$ cat src/rtl/lab2_pkg.sv
// Shared types and constants for the lab-2 display path: scanner states,
// the blank segment pattern and the hex segment encoding table.
package lab2_pkg;

    typedef enum logic [1:0] {
        BLANK1 = 2'd0,
        SHOW0  = 2'd1,
        BLANK0 = 2'd2,
        SHOW1  = 2'd3
    } scan_state_t;

    localparam logic [6:0] SEG_OFF = 7'h7F;

    // Active-low {g,f,e,d,c,b,a}; entry 0 sits in the least-significant slot.
    localparam logic [15:0][6:0] SEG_TABLE = {
        7'h0E,  // F
        7'h06,  // E
        7'h21,  // d
        7'h46,  // C
        7'h03,  // b
        7'h08,  // A
        7'h10,  // 9
        7'h00,  // 8
        7'h78,  // 7
        7'h02,  // 6
        7'h12,  // 5
        7'h19,  // 4
        7'h30,  // 3
        7'h24,  // 2
        7'h79,  // 1
        7'h40   // 0
    };

endpackage

$ cat src/rtl/seven_seg_decoder.sv
// Combinational hex digit to active-low seven-segment pattern.
module seven_seg_decoder
    import lab2_pkg::*;
(
    input  logic [3:0] digit,
    output logic [6:0] seg
);

    assign seg = SEG_TABLE[digit];

endmodule

$ cat src/rtl/display_scanner.sv
// Two-digit multiplexed seven-segment driver: synchronizes the switch
// operands, alternates digits per slot and blanks between digit changes.
module display_scanner
    import lab2_pkg::*;
#(
    parameter int REFRESH_DIV  = 24000,
    parameter int BLANK_CYCLES = 480
) (
    input  logic       clk,
    input  logic       reset_n,
    input  logic [3:0] s1,
    input  logic [3:0] s2,
    output logic [6:0] seg,
    output logic       an0,
    output logic       an1
);

    localparam int CW = $clog2(REFRESH_DIV);
    localparam logic [CW-1:0] BLANK_LOAD = CW'(BLANK_CYCLES - 1);
    localparam logic [CW-1:0] SHOW_LOAD  = CW'(REFRESH_DIV - BLANK_CYCLES - 1);

    generate
        if (BLANK_CYCLES < 1 || BLANK_CYCLES >= REFRESH_DIV) begin : g_bad_params
            $error("display_scanner: BLANK_CYCLES must satisfy 1 <= BLANK_CYCLES < REFRESH_DIV");
        end
    endgenerate

    logic [3:0]  s1_meta_reg, s1_sync_reg;
    logic [3:0]  s2_meta_reg, s2_sync_reg;

    scan_state_t state_reg, state_next;
    logic [CW-1:0] cnt_reg, cnt_next;
    logic [3:0]  digit_reg, digit_next;
    logic [6:0]  seg_reg, seg_next;
    logic        an0_reg, an0_next;
    logic        an1_reg, an1_next;
    logic [6:0]  dec_seg;

    // The decoder looks at the value about to be held so the pattern is
    // registered on the same edge that enters the SHOW state.
    seven_seg_decoder u_decoder (
        .digit (digit_next),
        .seg   (dec_seg)
    );

    always_comb begin
        state_next = state_reg;
        cnt_next   = cnt_reg - 1'b1;
        digit_next = digit_reg;
        if (cnt_reg == '0) begin
            case (state_reg)
                BLANK1: begin
                    state_next = SHOW0;
                    cnt_next   = SHOW_LOAD;
                    digit_next = s1_sync_reg;
                end
                SHOW0: begin
                    state_next = BLANK0;
                    cnt_next   = BLANK_LOAD;
                end
                BLANK0: begin
                    state_next = SHOW1;
                    cnt_next   = SHOW_LOAD;
                    digit_next = s2_sync_reg;
                end
                SHOW1: begin
                    state_next = BLANK1;
                    cnt_next   = BLANK_LOAD;
                end
                default: begin
                    state_next = BLANK1;
                    cnt_next   = BLANK_LOAD;
                end
            endcase
        end
    end

    always_comb begin
        seg_next = SEG_OFF;
        an0_next = 1'b1;
        an1_next = 1'b1;
        case (state_next)
            SHOW0: begin
                seg_next = dec_seg;
                an0_next = 1'b0;
            end
            SHOW1: begin
                seg_next = dec_seg;
                an1_next = 1'b0;
            end
            default: ;
        endcase
    end

    always_ff @(posedge clk or negedge reset_n) begin
        if (!reset_n) begin
            s1_meta_reg <= '0;
            s1_sync_reg <= '0;
            s2_meta_reg <= '0;
            s2_sync_reg <= '0;
            state_reg   <= BLANK1;
            cnt_reg     <= BLANK_LOAD;
            digit_reg   <= '0;
            seg_reg     <= SEG_OFF;
            an0_reg     <= 1'b1;
            an1_reg     <= 1'b1;
        end else begin
            s1_meta_reg <= s1;
            s1_sync_reg <= s1_meta_reg;
            s2_meta_reg <= s2;
            s2_sync_reg <= s2_meta_reg;
            state_reg   <= state_next;
            cnt_reg     <= cnt_next;
            digit_reg   <= digit_next;
            seg_reg     <= seg_next;
            an0_reg     <= an0_next;
            an1_reg     <= an1_next;
        end
    end

    assign seg = seg_reg;
    assign an0 = an0_reg;
    assign an1 = an1_reg;

endmodule

$ cat config.mk
export PLATFORM = sky130hd
export DESIGN_NAME = display_scanner
export DESIGN_NICKNAME = d
export VERILOG_FILES = /design/src/rtl/lab2_pkg.sv /design/src/rtl/seven_seg_decoder.sv /design/src/rtl/display_scanner.sv
export SDC_FILE = /design/constraint.sdc
export NUM_CORES = 1
export LEC_CHECK = 0
export BUFFER_PORTS_ARGS = -buffer_cell sky130_fd_sc_hd__buf_2
export CORE_MARGIN = 2
export CORE_UTILIZATION = 58
export CTS_CLUSTER_SIZE = 8
export DETAILED_ROUTE_END_ITERATION = 7
export HOLD_SLACK_MARGIN = 0.12
export PLACE_DENSITY = 0.78
export RECOVER_POWER = 100
export SYNTH_ARGS = -nofsm -noshare
export SYNTH_HDL_FRONTEND = slang
export SYNTH_SLANG_ARGS = --single-unit
$ cat constraint.sdc
create_clock -name clk -period 3.17 [get_ports clk]
set_input_delay 0.1585 -clock clk [delete_from_list [all_inputs] [get_ports clk]]
set_output_delay 0.1585 -clock clk [all_outputs]
set_load 0.05 [all_outputs]
Word-level counts from Yosys, hierarchy flattened. Memories as Yosys holds them, arrays and structs flattened. Cells that the tools add are included.

Memories kept: 1. Input port bits: 10. ROM bits: 112. Flip-flop bits (word level): 46. Output and inout port bits: 9.

Mux-type cells: 10. Reduce and logical (&&, ||, !) cells: 5. Add/subtract/negate cells: 1. Equal/unequal tests: 5. Magnitude comparators: 1.

Memories: (no name shown) (depth 16, bits a word 7, read ports 1, clocked after memory_dff 0, wr ports 0, line seven_seg_decoder.sv:9) `assign seg = SEG_TABLE[digit];`.

Operator list (number): case mux 15 bit (2 select lines) (1); logical NOT 15 bit (1); 2-to-1 mux 15 bit (1); subtractor 15 x 1 -> 15 bit (second input constant) (1); 2-to-1 mux 7 bit (2); case mux 2 bit (4 select lines) (1); case mux 4 bit (2 select lines) (1); == test 2 bit (second input constant) (3); OR reduction 2 bit (3); less-than comparator 4 x 5 -> 1 bit (second input constant) (1); == test 2 x 1 -> 1 bit (second input constant) (2); 2-to-1 mux 4 bit (1); logical NOT 2 bit (1); 2-to-1 mux 1 bit (2); 2-to-1 mux 2 bit (1).

Longest topological paths before layout.
Word-level depth: 6. Depth in mapped cells: 11. Mapped depth without buffers: 11.

Hierarchy. A second synthesis with hierarchy kept.

Cell total of the unflattened synthesis: 174. Area, all modules: 2132.0 um^2.

By module, submodules not included: display_scanner (seq. area each 1172.4 um^2, cells each 142, instances 1, area an instance 1856.8 um^2); seven_seg_decoder (seq. area each 0.0 um^2, cells each 32, instances 1, area an instance 275.3 um^2).

Least setup slack after synthesis. Ideal clock, no wire load.

Kind: reg2reg. From: reg cnt_reg[0]. To: reg seg_reg[2], in the netlist seg[2]. Period minus slack after synthesis: 2.804 ns. Path buffers: 0. Stages on the path, launching flop included: 10. Path slack: 0.366 ns. Arrival: 2.693 ns. Path through: dfstp_2 inv_1 ha_1 nor4b_1 nand2_1 or4b_2 a21oi_2 inv_1 ha_1 o311ai_0.

Word-level cells in the longest chain between the ends: 5. Elaborated cells on any way between the ends: 9. Those cells by class: eq/ne (2); mux (4); reduce/logical (2); memory (1).

RTL lines: from (decl) (line display_scanner.sv:32) `logic [CW-1:0] cnt_reg, cnt_next;`; from (signal assigned) (line display_scanner.sv:113) `cnt_reg <= cnt_next;`; logical NOT 15 bit (line display_scanner.sv:50) `if (cnt_reg == '0) begin`; 2-to-1 mux 4 bit (line display_scanner.sv:50); named net digit_next[0] (line display_scanner.sv:33) `logic [3:0] digit_reg, digit_next;`; memory (16 x 7 bit); 2-to-1 mux 7 bit (not written as such) (line seven_seg_decoder.sv:9); 2-to-1 mux 7 bit (line display_scanner.sv:82) `case (state_next)`; named net seg_next[2] (line display_scanner.sv:34) `logic [6:0] seg_reg, seg_next;`; to (signal assigned) (line display_scanner.sv:115) `seg_reg <= seg_next;`; to (decl) (line display_scanner.sv:34).

The timed path passes the listed nets, and every way through them passes these cells. The select of a mux whose other input is x is not followed.

Worst setup path after layout.
From: reg cnt_reg[0]. To: reg seg_reg[3], in the netlist seg[3].

Word-level cells in the longest chain between the ends: 5. Elaborated cells on any way between the ends: 9. Those cells by class: eq/ne (2); mux (4); reduce/logical (2); memory (1).

RTL lines (line): logical NOT 15 bit (*) (display_scanner.sv:50); 2-to-1 mux 4 bit or 2-to-1 mux 2 bit (tied branches) (display_scanner.sv:50); memory (16 x 7 bit), or another cell as far along; 2-to-1 mux 7 bit (not written as such) or OR reduction 2 bit (tied branches); 2-to-1 mux 7 bit (*) (display_scanner.sv:82); named net seg_next[3] (display_scanner.sv:34).

The timed path passes the listed nets; every way through them passes the cells marked *. The select of a mux whose other input is x is not followed.

==> qor.txt <==
Worst hold path type = reg -> reg
Vias per inst = 5.54
Post-Synth XOR/XNOR Area = 3.87%
Adder-cell share of the synthesized area = 7.98%
Via count = 1373
Count of final setup violators = 0
CTS H-tree depth = 2
Area growth syn-to-layout = 14.6%
Layout cells sized above 1 = 22.3%
Final WL = 3760 µm
Hold Path Sink = s1_sync_reg[3]
Min cycle time layout = 2.95 ns
Most numerous cell on the critical path = ha_1
Flop-to-flop setup slack = 0.22 ns
Fmax = 339 MHz
Drt pass-1 iters = 4
# IOs = 19
Post-synthesis instance area = 0.00204 mm²
Maximum root-to-sink buffer count = 2
PortBufs = 18
Hold Startpoint = s1_meta_reg[3]
Max IR drop VDD = 0.314 mV
Worst-margin pin slew = 2.30 ns
#FFs+latches synth = 46
Max-cap viol count = 1
Root Buffer = clkbuf_4
Max Fanout on Critical Path = 6
Worst rel slew slack = -53.2%
Number of global-route vias before repair = 1381
Post-route ant nets = 0
Pin count of the biggest net entering global routing = 47
Ys flop type = dfrtp_1
Setup TNS = 0 ns
Post-synth EDFFs = 0
Compound-Gate Fraction of Synth Area = 11.2%
Core area = 0.00336 mm²
CTS tree = yes
R2R Path End = seg[3]
Total Routing Usage GR = 21.6%
Max reg flops = 15
Setup bufs post-CTS = 0
Final Max Slew Viols = 47
Iter 0 DRT Violations = 39
Failing checks = capacitance limit, slew limit
Skew final = 0.00943 ns
Yosys warns = 0
R2R depth = 10
Main combinational cell family by area after synthesis = simple AND/OR/NAND/NOR gates
Ant diodes = 0
Nets@finish = 224
Worst r2r src = cnt_reg[0]
Max stage delay on crit path = 0.75 ns
WL per Instance = 15.2 µm
GPL Wtd Cong = 0.846
Initial antenna violation count = 0
DRC = 0
Critical Path Sink Type = register
Final Hold Viols = 0
Worst path bufs/invs = 2
Synthesized Nets = 190
Worst path arrival time = 3.24 ns
Critical Path Start Type = register
Wire length of the first global-routing pass = 6580 µm
Cell variety after synth = 43
Mean post-synth cell area = 12.2 µm²
CP cell instances = inv_1 > ha_1 > nor4b_2 > nand2_1 > or4b_2 > a21oi_2 > buf_4 > ha_1 > o2111a_1 > a31oi_1
Async S/R FF share, synth = 100%
Critical path class = reg -> reg
Clk Latency, worst-skew pair = 0.37 ns
Final core utilization = 69.5%
Status = finished with violations
Pwr dens = 417 mW/mm²
Initial core utilization = 60.6%
CP delay by family, top = simple AND/OR/NAND/NOR gates
Min-Delay Path Depth = 0
Site Rows = 21
CTS Sinks = 46
Full die area = 0.00401 mm²
Seq/Total Area, Yosys = 57.5%
Number of buffers created by CTS = 5
Gate count of the mapped netlist = 167
DPL Wire Length = 2570 µm
Gr ovfl total = 0
CP Data Required Time = 3.46 ns
Crit-path slowest cell = or4b_2
RSZ-0062 raised after global routing = false
Mux cell area share after synthesis = 2.45%
Period utilization = 93.1%
Synth Area in Simple Gates = 14.2%
Die span in x = 63.3 µm
Clock Pin Slew Worst Setup and Hold Paths = 0.13 ns
Leak Pwr = 0.957 nW
Die Y = 63.3 µm
## cells by family after synthesis
logic type,count (synthesis)
multiplexers,5
AND/OR/NAND/NOR,52
adder cells (fa/ha/maj),13
buffers and inverters,11
flip-flops,46
XOR/XNOR,9
AO/OA/AOI/OAI,31
## routing by layer
layer  global-route usage, %  part of all wire (%)
met5                       0                     0
met4                    9.78                   2.3
met3                    6.07                   4.7
met2                    34.7                    51
met1                    27.2                    42
## power breakdown
group,leakage [nW],total [mW],internal [mW],switching (mW)
clock,0.0385,0.350,0.166,0.183
sequential,0.512,0.601,0.598,0.00306
combinational,0.406,0.0237,0.0108,0.0129
total,0.957,0.975,0.775,0.199
## worst max path at each step
stage / start / endpoint / slack (ns) / cells after the start
4_1_cts: cnt_reg[0] / seg[3] / 0.18 / 10
5_1_grt: cnt_reg[0] / seg[3] / 0.05 / 10
2_1_floorplan: cnt_reg[0] / seg[2] / 0.37 / 9
6_report: cnt_reg[0] / seg[3] / 0.22 / 10
3_3_place_gp: cnt_reg[0] / seg[3] / 0.31 / 10
3_5_place_dp: cnt_reg[0] / seg[2] / 0.23 / 9
## Yosys cell counts, types with 2 or more instances
cell      instances  area share [%]
a22oi_1           4             1.5
xor2_1            2            0.86
o221ai_1          4             1.7
or3_2             2            0.74
mux2i_1           5             2.5
xnor2_1           7             3.0
o211ai_1          2            0.74
dfrtp_1          29              36
nand3_1           4            0.98
a21oi_1           6             1.5
o21ai_0           4            0.98
o31ai_1           2            0.74
nand2_1          14             2.6
ha_1             13             8.0
nor2_1           12             2.2
inv_1             7             1.3
dfstp_2          17              22
nor4_1            2            0.61
or4_4             2             1.1
nor3_1            6             1.5
## metrics by stage
step           instance area [µm²]  power (mW)  worst slack (ns)  cells  hold WS (ns)
5_1_grt                       2340        1.02            0.0472    248         0.372
3_3_place_gp                  2190       0.626             0.315    231         0.268
6_report                      2340       0.975             0.220    248         0.363
2_1_floorplan                 2040       0.610             0.366    167        -0.137
3_5_place_dp                  2190       0.628             0.232    231         0.269
4_1_cts                       2360       0.986             0.180    248         0.365
## final cells by class
cell class | instances | area, µm²
multi-input combinational | 110 | 815
timing repair buffer | 30 | 183
clock inverter | 2 | 37.5
clock buffer | 6 | 41.3
sequential | 46 | 1170
inverter | 8 | 31.3
fill | 264 | 1030
tap | 46 | 57.6
## repair_timing
| item | CTS | global route |
|---|---|---|
| resized for setup | 0 | 1 |
| hold buffers | 9 | 0 |
| endpoints found under the hold margin | 37 | 0 |
| endpoints found under the setup margin | 0 | 1 |
## cell usage in the layout (no fill, tap or decap), types with 2 or more instances in the layout
master | synthesis | final
buf_2 | 0 | 8
dfrtp_1 | 29 | 29
nor3_1 | 6 | 6
mux2i_1 | 5 | 5
o21ai_0 | 4 | 4
inv_1 | 7 | 7
xor2_1 | 2 | 2
o31ai_1 | 2 | 2
o211ai_1 | 2 | 2
a22oi_1 | 4 | 4
dfstp_2 | 17 | 16
clkbuf_1 | 1 | 13
nor4_1 | 2 | 2
nor2_1 | 12 | 12
xnor2_1 | 7 | 7
dlygate4sd3_1 | 0 | 9
clkbuf_4 | 0 | 5
or4_4 | 2 | 2
a21oi_1 | 6 | 6
ha_1 | 13 | 13
nand3_1 | 4 | 4
nand2_1 | 14 | 14
or3_2 | 2 | 2
o221ai_1 | 4 | 4
No activity file was read; power rests on OpenSTA's default activity.
